$ cat src/rtl/ball_pkg.sv
// Shared types and geometry for the paddle-game pipeline (paddle, ball, VGA stages).
package ball_pkg;

    localparam int unsigned C_SCREEN_W   = 640;
    localparam int unsigned C_SCREEN_H   = 480;
    localparam int unsigned C_PAD_W      = 100;
    localparam int unsigned C_BALL_SZ    = 8;
    localparam int unsigned C_STEP       = 2;
    localparam int unsigned C_TICK_BITS  = 21;
    localparam int unsigned C_LIVES      = 3;
    localparam int unsigned C_MISS_TICKS = 60;

    localparam int unsigned COORD_W = 12;
    localparam int unsigned CALC_W  = COORD_W + 1;
    localparam int unsigned LIVES_W = 2;

    // Ball sits centred on the paddle's reset position 270/379.
    localparam int unsigned RST_BALL_X = 316;
    localparam int unsigned RST_BALL_Y = 371;

    typedef enum logic [1:0] {
        SERVE = 2'd0,
        RUN   = 2'd1,
        MISS  = 2'd2,
        OVER  = 2'd3
    } ball_state_e;

endpackage

$ cat src/rtl/ball_ctrl_if.sv
// Paddle-in / ball-out bundle between the paddle stage, ball engine and renderer.
interface ball_ctrl_if;
    import ball_pkg::*;

    logic [COORD_W-1:0] pad_x;
    logic [COORD_W-1:0] pad_y;
    logic               launch;
    logic               pause;
    logic [COORD_W-1:0] ball_x;
    logic [COORD_W-1:0] ball_y;
    logic [LIVES_W-1:0] lives;
    logic               miss;
    logic               game_over;

    modport master (
        output pad_x, pad_y, launch, pause,
        input  ball_x, ball_y, lives, miss, game_over
    );

    modport slave (
        input  pad_x, pad_y, launch, pause,
        output ball_x, ball_y, lives, miss, game_over
    );

endinterface

$ cat src/rtl/frame_tick.sv
// Free-running frame divider: one-cycle tick each time the counter wraps to 0.
module frame_tick #(
    parameter int unsigned TICK_BITS = 21
) (
    input  logic clk,
    input  logic rst,
    output logic o_tick
);

    logic [TICK_BITS-1:0] r_cnt;
    logic                 r_tick;

    // Count every clk; flag the cycle in which the counter reads 0 after a wrap.
    always_ff @(posedge clk or posedge rst) begin
        if (rst) begin
            r_cnt  <= '0;
            r_tick <= 1'b0;
        end else begin
            r_cnt  <= r_cnt + TICK_BITS'(1);
            r_tick <= (r_cnt == {TICK_BITS{1'b1}});
        end
    end

    assign o_tick = r_tick;

endmodule

$ cat src/rtl/ball_ctrl.sv
// Ball-motion engine: per-tick movement, wall/paddle bounces, misses and lives.
module ball_ctrl
    import ball_pkg::*;
#(
    parameter int unsigned SCREEN_W   = ball_pkg::C_SCREEN_W,
    parameter int unsigned SCREEN_H   = ball_pkg::C_SCREEN_H,
    parameter int unsigned PAD_W      = ball_pkg::C_PAD_W,
    parameter int unsigned BALL_SZ    = ball_pkg::C_BALL_SZ,
    parameter int unsigned STEP       = ball_pkg::C_STEP,
    parameter int unsigned TICK_BITS  = ball_pkg::C_TICK_BITS,
    parameter int unsigned LIVES      = ball_pkg::C_LIVES,
    parameter int unsigned MISS_TICKS = ball_pkg::C_MISS_TICKS
) (
    input  logic        clk,
    input  logic        rst,
    ball_ctrl_if.slave  bus
);

    localparam int unsigned MCW = (MISS_TICKS > 1) ? $clog2(MISS_TICKS) : 1;

    localparam logic [CALC_W-1:0]  K_STEP   = CALC_W'(STEP);
    localparam logic [CALC_W-1:0]  K_BALL   = CALC_W'(BALL_SZ);
    localparam logic [CALC_W-1:0]  K_HALF   = CALC_W'(BALL_SZ / 2);
    localparam logic [CALC_W-1:0]  K_PADW   = CALC_W'(PAD_W);
    localparam logic [CALC_W-1:0]  K_THIRD1 = CALC_W'(PAD_W / 3);
    localparam logic [CALC_W-1:0]  K_THIRD2 = CALC_W'((2 * PAD_W) / 3);
    localparam logic [CALC_W-1:0]  K_XMAX   = CALC_W'(SCREEN_W - BALL_SZ);
    localparam logic [CALC_W-1:0]  K_YMAX   = CALC_W'(SCREEN_H - BALL_SZ);
    localparam logic [COORD_W-1:0] K_SRV_DX = COORD_W'(PAD_W / 2 - BALL_SZ / 2);
    localparam logic [COORD_W-1:0] K_SRV_DY = COORD_W'(BALL_SZ);

    ball_state_e        r_state, w_next_state;
    logic [COORD_W-1:0] r_x, r_y, w_x_nxt, w_y_nxt;
    logic               r_vxn, r_vyn, w_vxn_nxt, w_vyn_nxt;
    logic [LIVES_W-1:0] r_lives, w_lives_nxt;
    logic               r_miss, w_miss_nxt;
    logic               r_game_over, w_game_over_nxt;
    logic [MCW-1:0]     r_mcnt, w_mcnt_nxt;

    logic               w_tick, w_upd;
    logic [CALC_W-1:0]  w_bx, w_by, w_px, w_py, w_cx;
    logic               w_hit, w_floor, w_miss_evt;

    frame_tick #(.TICK_BITS(TICK_BITS)) u_tick (
        .clk    (clk),
        .rst    (rst),
        .o_tick (w_tick)
    );

    assign w_upd = w_tick & ~bus.pause;

    // Geometry in 13 bits so sums never wrap.
    assign w_bx = {1'b0, r_x};
    assign w_by = {1'b0, r_y};
    assign w_px = {1'b0, bus.pad_x};
    assign w_py = {1'b0, bus.pad_y};
    assign w_cx = w_bx + K_HALF;

    assign w_hit = ~r_vyn
                 && (w_by + K_BALL <= w_py)
                 && (w_by + K_BALL + K_STEP >= w_py)
                 && (w_bx + K_BALL > w_px)
                 && (w_bx < w_px + K_PADW);
    assign w_floor    = (w_by + K_STEP >= K_YMAX);
    assign w_miss_evt = ~r_vyn & ~w_hit & w_floor;

    // State register.
    always_ff @(posedge clk or posedge rst) begin
        if (rst) r_state <= SERVE;
        else     r_state <= w_next_state;
    end

    // Next-state decode, advanced only on unpaused ticks.
    always_comb begin
        w_next_state = r_state;
        if (w_upd) begin
            case (r_state)
                SERVE: if (bus.launch) w_next_state = RUN;
                RUN:   if (w_miss_evt) w_next_state = MISS;
                MISS:  if (r_mcnt == '0) w_next_state = (r_lives != '0) ? SERVE : OVER;
                default: w_next_state = r_state;
            endcase
        end
    end

    // Per-tick ball, direction, lives and timer updates.
    always_comb begin
        w_x_nxt         = r_x;
        w_y_nxt         = r_y;
        w_vxn_nxt       = r_vxn;
        w_vyn_nxt       = r_vyn;
        w_lives_nxt     = r_lives;
        w_mcnt_nxt      = r_mcnt;
        w_miss_nxt      = 1'b0;
        w_game_over_nxt = (w_next_state == OVER);
        if (w_upd) begin
            case (r_state)
                SERVE: begin
                    w_x_nxt = bus.pad_x + K_SRV_DX;
                    w_y_nxt = bus.pad_y - K_SRV_DY;
                    if (bus.launch) begin
                        w_vxn_nxt = 1'b0;
                        w_vyn_nxt = 1'b1;
                    end
                end
                RUN: begin
                    if (r_vxn) begin
                        if (w_bx < K_STEP) begin
                            w_x_nxt   = '0;
                            w_vxn_nxt = 1'b0;
                        end else begin
                            w_x_nxt = COORD_W'(w_bx - K_STEP);
                        end
                    end else if (w_bx + K_STEP > K_XMAX) begin
                        w_x_nxt   = COORD_W'(K_XMAX);
                        w_vxn_nxt = 1'b1;
                    end else begin
                        w_x_nxt = COORD_W'(w_bx + K_STEP);
                    end

                    if (r_vyn) begin
                        if (w_by < K_STEP) begin
                            w_y_nxt   = '0;
                            w_vyn_nxt = 1'b0;
                        end else begin
                            w_y_nxt = COORD_W'(w_by - K_STEP);
                        end
                    end else if (w_hit) begin
                        // Paddle third struck decides the outgoing X direction.
                        w_y_nxt   = COORD_W'(w_py - K_BALL);
                        w_vyn_nxt = 1'b1;
                        if (w_cx < w_px + K_THIRD1)       w_vxn_nxt = 1'b1;
                        else if (w_cx >= w_px + K_THIRD2) w_vxn_nxt = 1'b0;
                        else                              w_vxn_nxt = r_vxn;
                    end else if (w_floor) begin
                        w_y_nxt     = COORD_W'(K_YMAX);
                        w_lives_nxt = (r_lives != '0) ? r_lives - LIVES_W'(1) : '0;
                        w_mcnt_nxt  = MCW'(MISS_TICKS - 1);
                        w_miss_nxt  = 1'b1;
                    end else begin
                        w_y_nxt = COORD_W'(w_by + K_STEP);
                    end
                end
                MISS: if (r_mcnt != '0) w_mcnt_nxt = r_mcnt - MCW'(1);
                default: ;
            endcase
        end
    end

    // Datapath and output registers.
    always_ff @(posedge clk or posedge rst) begin
        if (rst) begin
            r_x         <= COORD_W'(RST_BALL_X);
            r_y         <= COORD_W'(RST_BALL_Y);
            r_vxn       <= 1'b0;
            r_vyn       <= 1'b1;
            r_lives     <= LIVES_W'(LIVES);
            r_mcnt      <= '0;
            r_miss      <= 1'b0;
            r_game_over <= 1'b0;
        end else begin
            r_x         <= w_x_nxt;
            r_y         <= w_y_nxt;
            r_vxn       <= w_vxn_nxt;
            r_vyn       <= w_vyn_nxt;
            r_lives     <= w_lives_nxt;
            r_mcnt      <= w_mcnt_nxt;
            r_miss      <= w_miss_nxt;
            r_game_over <= w_game_over_nxt;
        end
    end

    assign bus.ball_x    = r_x;
    assign bus.ball_y    = r_y;
    assign bus.lives     = r_lives;
    assign bus.miss      = r_miss;
    assign bus.game_over = r_game_over;

endmodule

$ cat src/flat_wrapper.sv
// flat-port wrapper written by rule: the top's interface ports become plain ports
module ball_ctrl_flat import ball_pkg::*;
#(
    parameter int unsigned SCREEN_W   = ball_pkg::C_SCREEN_W,
    parameter int unsigned SCREEN_H   = ball_pkg::C_SCREEN_H,
    parameter int unsigned PAD_W      = ball_pkg::C_PAD_W,
    parameter int unsigned BALL_SZ    = ball_pkg::C_BALL_SZ,
    parameter int unsigned STEP       = ball_pkg::C_STEP,
    parameter int unsigned TICK_BITS  = ball_pkg::C_TICK_BITS,
    parameter int unsigned LIVES      = ball_pkg::C_LIVES,
    parameter int unsigned MISS_TICKS = ball_pkg::C_MISS_TICKS
)
  (clk, rst, bus_pad_x, bus_pad_y, bus_launch, bus_pause, bus_ball_x, bus_ball_y, bus_lives, bus_miss, bus_game_over);
  ball_ctrl_if bus_i ();
  input  logic clk;
  input  logic rst;
  input wire logic [$bits(bus_i.pad_x)-1:0] bus_pad_x;
  input wire logic [$bits(bus_i.pad_y)-1:0] bus_pad_y;
  input wire logic [$bits(bus_i.launch)-1:0] bus_launch;
  input wire logic [$bits(bus_i.pause)-1:0] bus_pause;
  output wire logic [$bits(bus_i.ball_x)-1:0] bus_ball_x;
  output wire logic [$bits(bus_i.ball_y)-1:0] bus_ball_y;
  output wire logic [$bits(bus_i.lives)-1:0] bus_lives;
  output wire logic [$bits(bus_i.miss)-1:0] bus_miss;
  output wire logic [$bits(bus_i.game_over)-1:0] bus_game_over;
  assign bus_i.pad_x = bus_pad_x;
  assign bus_i.pad_y = bus_pad_y;
  assign bus_i.launch = bus_launch;
  assign bus_i.pause = bus_pause;
  assign bus_ball_x = bus_i.ball_x;
  assign bus_ball_y = bus_i.ball_y;
  assign bus_lives = bus_i.lives;
  assign bus_miss = bus_i.miss;
  assign bus_game_over = bus_i.game_over;
  ball_ctrl #(.SCREEN_W(SCREEN_W), .SCREEN_H(SCREEN_H), .PAD_W(PAD_W), .BALL_SZ(BALL_SZ), .STEP(STEP), .TICK_BITS(TICK_BITS), .LIVES(LIVES), .MISS_TICKS(MISS_TICKS)) u_core (.clk(clk), .rst(rst), .bus(bus_i));
endmodule
$ cat config.mk
export PLATFORM = sky130hd
export DESIGN_NAME = ball_ctrl_flat
export DESIGN_NICKNAME = d
export VERILOG_FILES = /design/src/rtl/ball_pkg.sv /design/src/rtl/ball_ctrl_if.sv /design/src/rtl/frame_tick.sv /design/src/rtl/ball_ctrl.sv /design/src/flat_wrapper.sv
export SDC_FILE = /design/constraint.sdc
export NUM_CORES = 1
export LEC_CHECK = 0
export CAP_MARGIN = 0
export CORE_UTILIZATION = 55
export DETAILED_ROUTE_END_ITERATION = 12
export PLACE_DENSITY = 0.79
export SLEW_MARGIN = 20
export SYNTH_ARGS = -nofsm -noshare
export SYNTH_HDL_FRONTEND = slang
export SYNTH_HIERARCHICAL = 1
export SYNTH_SLANG_ARGS = --single-unit
$ cat constraint.sdc
create_clock -name clk -period 4.03 [get_ports clk]
set_clock_uncertainty 0.1 [all_clocks]
set_input_delay 1.0075 -clock clk [delete_from_list [all_inputs] [get_ports clk]]
set_output_delay 1.0075 -clock clk [all_outputs]
set_load 0.02 [all_outputs]
# Word-level counts from Yosys, hierarchy flattened
# Index checks and enable logic that the tools add are counted.
[word_totals]
mem_bits_ro = 0
word_cells = 109
latch_bits = 0
memories = 0
output_inout_bits = 28
ramBits = 0
ff_bits = 60
[classes]
magnitude_cmp = 10
reduce_logical = 15
multipliers = 0
mux = 40
n_bitwise = 6
n_shift = 0
n_addsub = 17
div = 0
n_eq_ne = 10
[ops]
columns = ["op", "count"]
rows = [
  ["$mux W12", 7],
  ["$pmux W12 S2", 2],
  ["$add A12 B2 Y13 const B", 2],
  ["$add A12 B4 Y13 const B", 2],
  ["$add A12 B7 Y13 const B", 2],
  ["$lt A12 B2 Y1 const B", 2],
  ["$mux W6", 4],
  ["$sub A12 B2 Y12 const B", 2],
  ["$sub A12 B4 Y12 const B", 2],
  ["$add A21 B1 Y21 const B", 1],
  ["$eq A21 B21 Y1 const B", 1],
  ["$mux W1", 17],
  ["$add A12 B3 Y13 const B", 1],
  ["$add A12 B6 Y13 const B", 1],
  ["$add A13 B2 Y13 const B", 1],
  ["$ge A13 B12 Y1", 1],
  ["$ge A13 B13 Y1", 1],
  ["$ge A13 B9 Y1 const B", 1],
  ["$gt A13 B10 Y1 const B", 1],
  ["$gt A13 B12 Y1", 1],
  ["$le A13 B12 Y1", 1],
  ["$lt A12 B13 Y1", 1],
  ["$lt A13 B13 Y1", 1],
  ["$add A12 B6 Y12 const B", 1],
  ["other kinds (23)", 42],
]

# Logic depth before layout (Yosys ltp)
[logic_depth]
ltp_word = 13
ltp_mapped = 19
mapped_depth_nobuf = 17

# By module
# The synthesis kept the hierarchy.
[modules_own_cells]
columns = ["module", "cells_each", "n_inst", "area_per_inst_um2", "seq_area_each_um2"]
rows = [
  ["ball_ctrl", 790, 1, 5940.7, 968.4],
  ["frame_tick", 80, 1, 953.4, 550.5],
]

# Least setup slack after synthesis
# Ideal clock, no wire load.
[synth_timing]
path_type = "input to register"
startpoint = "input port bus_pad_x[6]"
endpoint = "register u_core.r_y[4], in the netlist u_core/bus.ball_y[4]"
path_slack_ns = -0.173
setup_time_ns = 0.089
path_stages = 13
arrival_ns = 4.014
path_buffers = 1
cell_sequence = "clkbuf_1 clkinv_1 and3_1 xnor2_1 ha_1 a21o_1 a2111oi_0 o221ai_1 a211o_1 nor3_4 mux2_1 o32ai_1 o21ai_1"
[synth_between]
elab_chain_cells = 6
word_cells_on_any_way = 8
cone_classes = "1 x add/sub; 2 x order compare; 3 x mux; 2 x reduce/logical"
[synth_rtl]
columns = ["element", "line_no", "source"]
rows = [
  ["start: declaration", "flat_wrapper.sv:17", "input wire logic [$bits(bus_i.pad_x)-1:0] bus_pad_x;"],
  ["$add A12 B7 Y13 / $gt A13 B12 Y1 (equally long branches)", "ball_ctrl.sv:63, ball_ctrl.sv:62", ""],
  ["$lt A12 B13 Y1 / $logic_and A1 B1 Y1 (equally long branches)", "ball_ctrl.sv:63, ball_ctrl.sv:62", ""],
  ["$logic_and A1 B1 Y1 (*)", "ball_ctrl.sv:63", "&& (w_bx < w_px + K_PADW);"],
  ["$mux W12 (*)", "ball_ctrl.sv:128", "end else if (w_hit) begin"],
  ["$mux W12 (*)", "ball_ctrl.sv:121", "if (r_vyn) begin"],
  ["$pmux W12 S2 (*)", "ball_ctrl.sv:97", "case (r_state)"],
  ["end signal: assignment", "ball_ctrl.sv:154", "r_y <= COORD_W'(RST_BALL_Y);"],
  ["end signal: assignment", "ball_ctrl.sv:163", "r_y <= w_y_nxt;"],
  ["end: declaration", "ball_ctrl.sv:33", "logic [COORD_W-1:0] r_x, r_y, w_x_nxt, w_y_nxt;"],
]
# Every way passes the cells marked *; elsewhere a longest branch is shown, timed or not.
# A chain may end at the register's enable or synchronous reset.

# Final worst setup path
[layout_timing]
startpoint = "register u_core.r_y[4], in the netlist u_core/bus.ball_y[4]"
endpoint = "register u_core.r_mcnt[1]"
[layout_between]
elab_chain_cells = 8
word_cells_on_any_way = 13
cone_classes = "3 x add/sub; 3 x order compare; 2 x eq/ne; 5 x reduce/logical"
[layout_rtl]
columns = ["element", "line_no", "source"]
rows = [
  ["$add A12 B4 Y13", "ball_ctrl.sv:60, ball_ctrl.sv:61", ""],
  ["$add A13 B2 Y13 / $le A13 B12 Y1 (equally long branches)", "ball_ctrl.sv:61, ball_ctrl.sv:60", ""],
  ["$ge A13 B12 Y1 / $logic_and A1 B1 Y1 (equally long branches)", "ball_ctrl.sv:61, ball_ctrl.sv:60", ""],
  ["$logic_and A1 B1 Y1", "ball_ctrl.sv:61", "&& (w_by + K_BALL + K_STEP >= w_py)"],
  ["$logic_and A1 B1 Y1", "ball_ctrl.sv:62", "&& (w_bx + K_BALL > w_px)"],
  ["$logic_and A1 B1 Y1", "ball_ctrl.sv:63", ""],
  ["$ne A2 B2 Y1 (no source line)", "n/a", ""],
  ["$reduce_and A6 Y1 (no source line) (*)", "n/a", ""],
  ["end signal: assignment", "ball_ctrl.sv:167", "r_mcnt <= w_mcnt_nxt;"],
  ["end: declaration", "ball_ctrl.sv:38", "logic [MCW-1:0] r_mcnt, w_mcnt_nxt;"],
]
# Marks and branches as above.

==> results.txt <==
The flow ran to the end, and the final reports show no timing, DRC or antenna violations. The number of port buffers is 55, and the required time at the worst-slack endpoint is 4.14 ns. In this run the count of I/O pins placed on the die edge is 56.

The die extent in y was 114 um. The logs give 13,000 sq um for the total die area and 60 for the clock sink count. Walking the worst path, the cells encountered are ha_4, buf_4, inv_1, nor2_2, xnor2_2, inv_1, ha_1, o21ai_0, nand2b_1, a21oi_2, a211oi_1, buf_4, a211o_1, nor3_4, buf_6, nor4_4, nor2_2, mux2_4. The worst-case IR drop observed on VDD is 0.000286 V. Entering global routing, the biggest net connects 39 pins. The simple-gate area share of the yosys netlist was 21.8%; the post-DP HPWL was 14.9 mm. The design draws 1.57 mW.

The tools report the critical path launch point type as a flip-flop. The largest single stage delay on the critical path is 0.56 ns. Summing the areas of all compound-gate instances in the mapped netlist gives 18.0% of the synthesized area. After synthesis, the share of cell area in mux cells is 1.25%. Counting both buffers and inverters, the worst setup path holds a total of 5. The post-synthesis to final-layout area growth works out to 30.5%. The worst pin sits at a relative slew slack of 45.2%.

Total of flip-flops plus latches after synthesis: 60. The initial antenna violation count came out at 0. The total number of placement rows was 40; the post-synthesis area per instance was 7.92 sq um. The critical path is of the reg2reg type. After detailed routing, the number of remaining DRC violations is 0. The area occupied by multi-input gates came out at 5210 sq um.

The post-synthesis share of cell area spent on xor and xnor gates came out at 14.4%. In this run the remaining antenna-violating nets after routing total 0. Once the floorplan was initialized, standard cells occupied 56.9% of the core. The tools report the total global-route track usage as 29.9%. In the synthesized netlist the async set-or-reset flop fraction comes to 100%. Summed over all layers, the global routing overflow is 0. The final hold violation count was 0; the instance count of the mapped netlist was 870. For this run, global-route usage on met3 was measured as 5.31%.

The final cycle utilization of the critical path was 97.9%. For the met2 layer usage reported by global route, the log shows 48.1%. The min-delay analysis places its worst path in the category reg2reg.

The final instance area is 9000 sq um. The die extent in x was 114 um. The logs give 0 for the number of pins with negative max-slew slack in the final report and 7,022 for the via count.

Clock tree synthesis selected as its root buffer the cell clkbuf_16. Across the run, the number of max-cap violations was 0. The later pin in the worst-skew pair is clocked with a latency of 0.33 ns. Dividing the detail-routed wire length by the instance count gives 16.6 um. The post-route core utilization came out at 74.3%. The routed design has 19.9 mm of wire. After routing, the total negative slack on setup checks comes to 0 ns. After the first detailed-routing iteration, the DRC count stood at 665. The actual transition at the worst max-transition pin was 0.816 ns; the maximum net fanout on the critical path was 7. The number of iterations in the first detailed-routing pass was 5; the area of the mapped netlist was 6890 sq um. The number of diodes added for antenna fixing was 0; the final estimated routing congestion in global placement was 0.977. Among cell families on the critical path, the largest total delay comes from simple AND/OR/NAND/NOR gates. TritonCTS created 9 clock buffers.

The slowest stage of the critical path is the dfstp_2 cell. For the core area, the log shows 12,100 sq um. Data on the critical path arrives at its endpoint at 4.06 ns.

For this design the ratio of total power to cell area is 174 nW/um^2. During synthesis, Yosys emitted a total of 6 warnings. The synthesized design contains 0 enable-type register cells. The library cells used most frequently in the layout, excluding fill and tap cells, are buf_4 (130), ha_1 (86), xnor2_1 (79). The tools report the placed standard-cell area as 8370 sq um. The number of vias per cell is 5.87, and the time the final worst path needs with I/O delays and setup is 3.95 ns.

At the end of the flow, the number of nets in the layout was 1,143. The layer flagged by global routing as most heavily used is met2. For this run, the top clock speed supported by timing is 253 MHz.

Leaving out fill and tap cells, the most frequent cell in the layout is buf_4. The share of post-route cells with drive strength above 1 works out to 21.9%. The synthesized netlist contains 74 unique library cells.

Number of global-route vias before repair: 6,626. The share of the Yosys chip area taken by registers is 22.0%. CTS built an H-tree with a depth of 3. TritonCTS built the clock tree.

By area, the combinational part of the netlist is dominated by simple AND/OR/NAND/NOR gates. The number of nets produced by synthesis was 989. The most used flip-flop cell after synthesis is dfrtp_1. Across the whole layout, storage elements account for 1520 sq um. Counting along the longest clock path gives a buffer depth of 2. The static power due to leakage is 4.02 nW. The worst setup path is captured at a flip-flop. After clock tree synthesis, the clock-pin slew on the worst setup and hold paths is 0.05 ns. The first global-routing pass estimated 31.1 mm of wire. The filler cell count was 880; the adder-cell area share of the yosys netlist was 16.5%. The final number of setup-violating endpoints is 0, and the met1 track demand over resource is 40.8%.
==> registers in the layout, indices dropped and copies added (netlist names) <==
signal,flops
u_core/r_vyn,1
u_core/u_tick/o_tick,1
u_core/r_vxn,1
u_core/r_state,2
u_core/r_mcnt,6
u_core/u_tick/r_cnt,21
u_core/bus.lives,2
u_core/bus.miss,1
u_core/bus.ball_y,12
u_core/bus.ball_x,12
u_core/bus.game_over,1
==> layout make-up <==
class / count / share of cell area [%]
well taps: 168 / 2.34
flip-flops and latches: 60 / 16.9
inverters: 56 / 2.35
clock inverters: 4 / 0.222
multi-input cells: 705 / 57.9
clock buffers: 11 / 2.59
repair buffers: 192 / 17.7
==> power breakdown <==
part | switching (mW) | internal [mW]
clock | 0.251 | 0.407
combinational | 0.152 | 0.154
sequential | 0 | 0.604
total | 0.403 | 1.16
==> per-stage QoR <==
stage,hold WS (ns),worst slack [ns],std cells
6_report,0.371,0.0838,1196
3_3_place_gp,0.360,-0.463,1165
2_1_floorplan,0.343,0.0186,870
3_5_place_dp,0.367,-0.500,1165
4_1_cts,0.375,0.00446,1181
5_1_grt,0.388,-0.0989,1196
==> path summary, 6_finish.rpt <==
kind,start,endpoint,slack (ns),cells after the start
worst max-delay path,u_core/bus.ball_y[4],u_core/r_mcnt[1],0.08,18
worst min-delay path,u_core/u_tick/r_cnt[0],u_core/u_tick/r_cnt[0],0.37,1
worst max register to register,u_core/bus.ball_y[4],u_core/r_mcnt[1],0.08,18
worst min register to register,u_core/u_tick/r_cnt[0],u_core/u_tick/r_cnt[0],0.37,1
max in group asynchronous,rst,u_core/u_tick/r_cnt[17],2.28,2
min in group asynchronous,rst,u_core/r_mcnt[1],1.03,3
==> worst register-to-register path, stage by stage, from the launching register on <==
cell and delay, ns:
dfstp_2 0.56, ha_4 0.19, buf_4 0.17, inv_1 0.07, nor2_2 0.16, xnor2_2 0.16
inv_1 0.11, ha_1 0.29, o21ai_0 0.20, nand2b_1 0.10, a21oi_2 0.18, a211oi_1 0.07
buf_4 0.16, a211o_1 0.32, nor3_4 0.29, buf_6 0.16, nor4_4 0.06, nor2_2 0.17
mux2_4 0.31
==> what timing repair did <==
| action | in CTS | in global routing |
|---|---|---|
| hold buffers | 0 | 0 |
| setup buffers | 1 | 15 |
| gates resized for setup | 19 | 53 |
| pin swaps | 7 | 25 |
| endpoints found under the setup margin | 17 | 21 |
==> cell families (layout without fill, tap and decap cells) <==
kind of cell | count (synthesis) | count (layout)
fa+ha+maj | 91 | 91
flops | 60 | 60
buf+inv | 105 | 263
xor+xnor | 113 | 113
compound gates | 203 | 203
mux | 8 | 8
simple gates | 290 | 290
==> synthesized netlist by cell type, types with 5 or more instances <==
cell type	number	area (sq um)
a211oi_1	9	67.6
a21o_1	6	45.0
a21oi_1	54	270
a31oi_1	7	43.8
and2_1	5	31.3
and3_1	7	43.8
buf_2	8	40.0
clkbuf_1	35	131
dfrtp_1	46	1150
dfstp_2	14	368
ha_1	91	1140
inv_1	54	203
nand2_1	63	236
nand2b_1	11	68.8
nand3_1	32	160
nand4_1	21	131
nand4b_1	5	43.8
nor2_1	65	244
nor2b_1	10	62.6
nor3_1	33	165
nor4_1	9	56.3
o21ai_0	50	250
o21ai_1	21	105
o22ai_1	9	56.3
o31ai_1	7	52.6
or3_1	7	43.8
xnor2_1	83	727
xor2_1	30	263
==> per-layer routing <==
metal,up-vias,part of all wire (%)
met2,334,46
met4,0,2.7
li1,3404,-
met5,-,0
met3,60,8.2
met1,3224,43
Note: power is estimated with default switching activity, not from simulation.
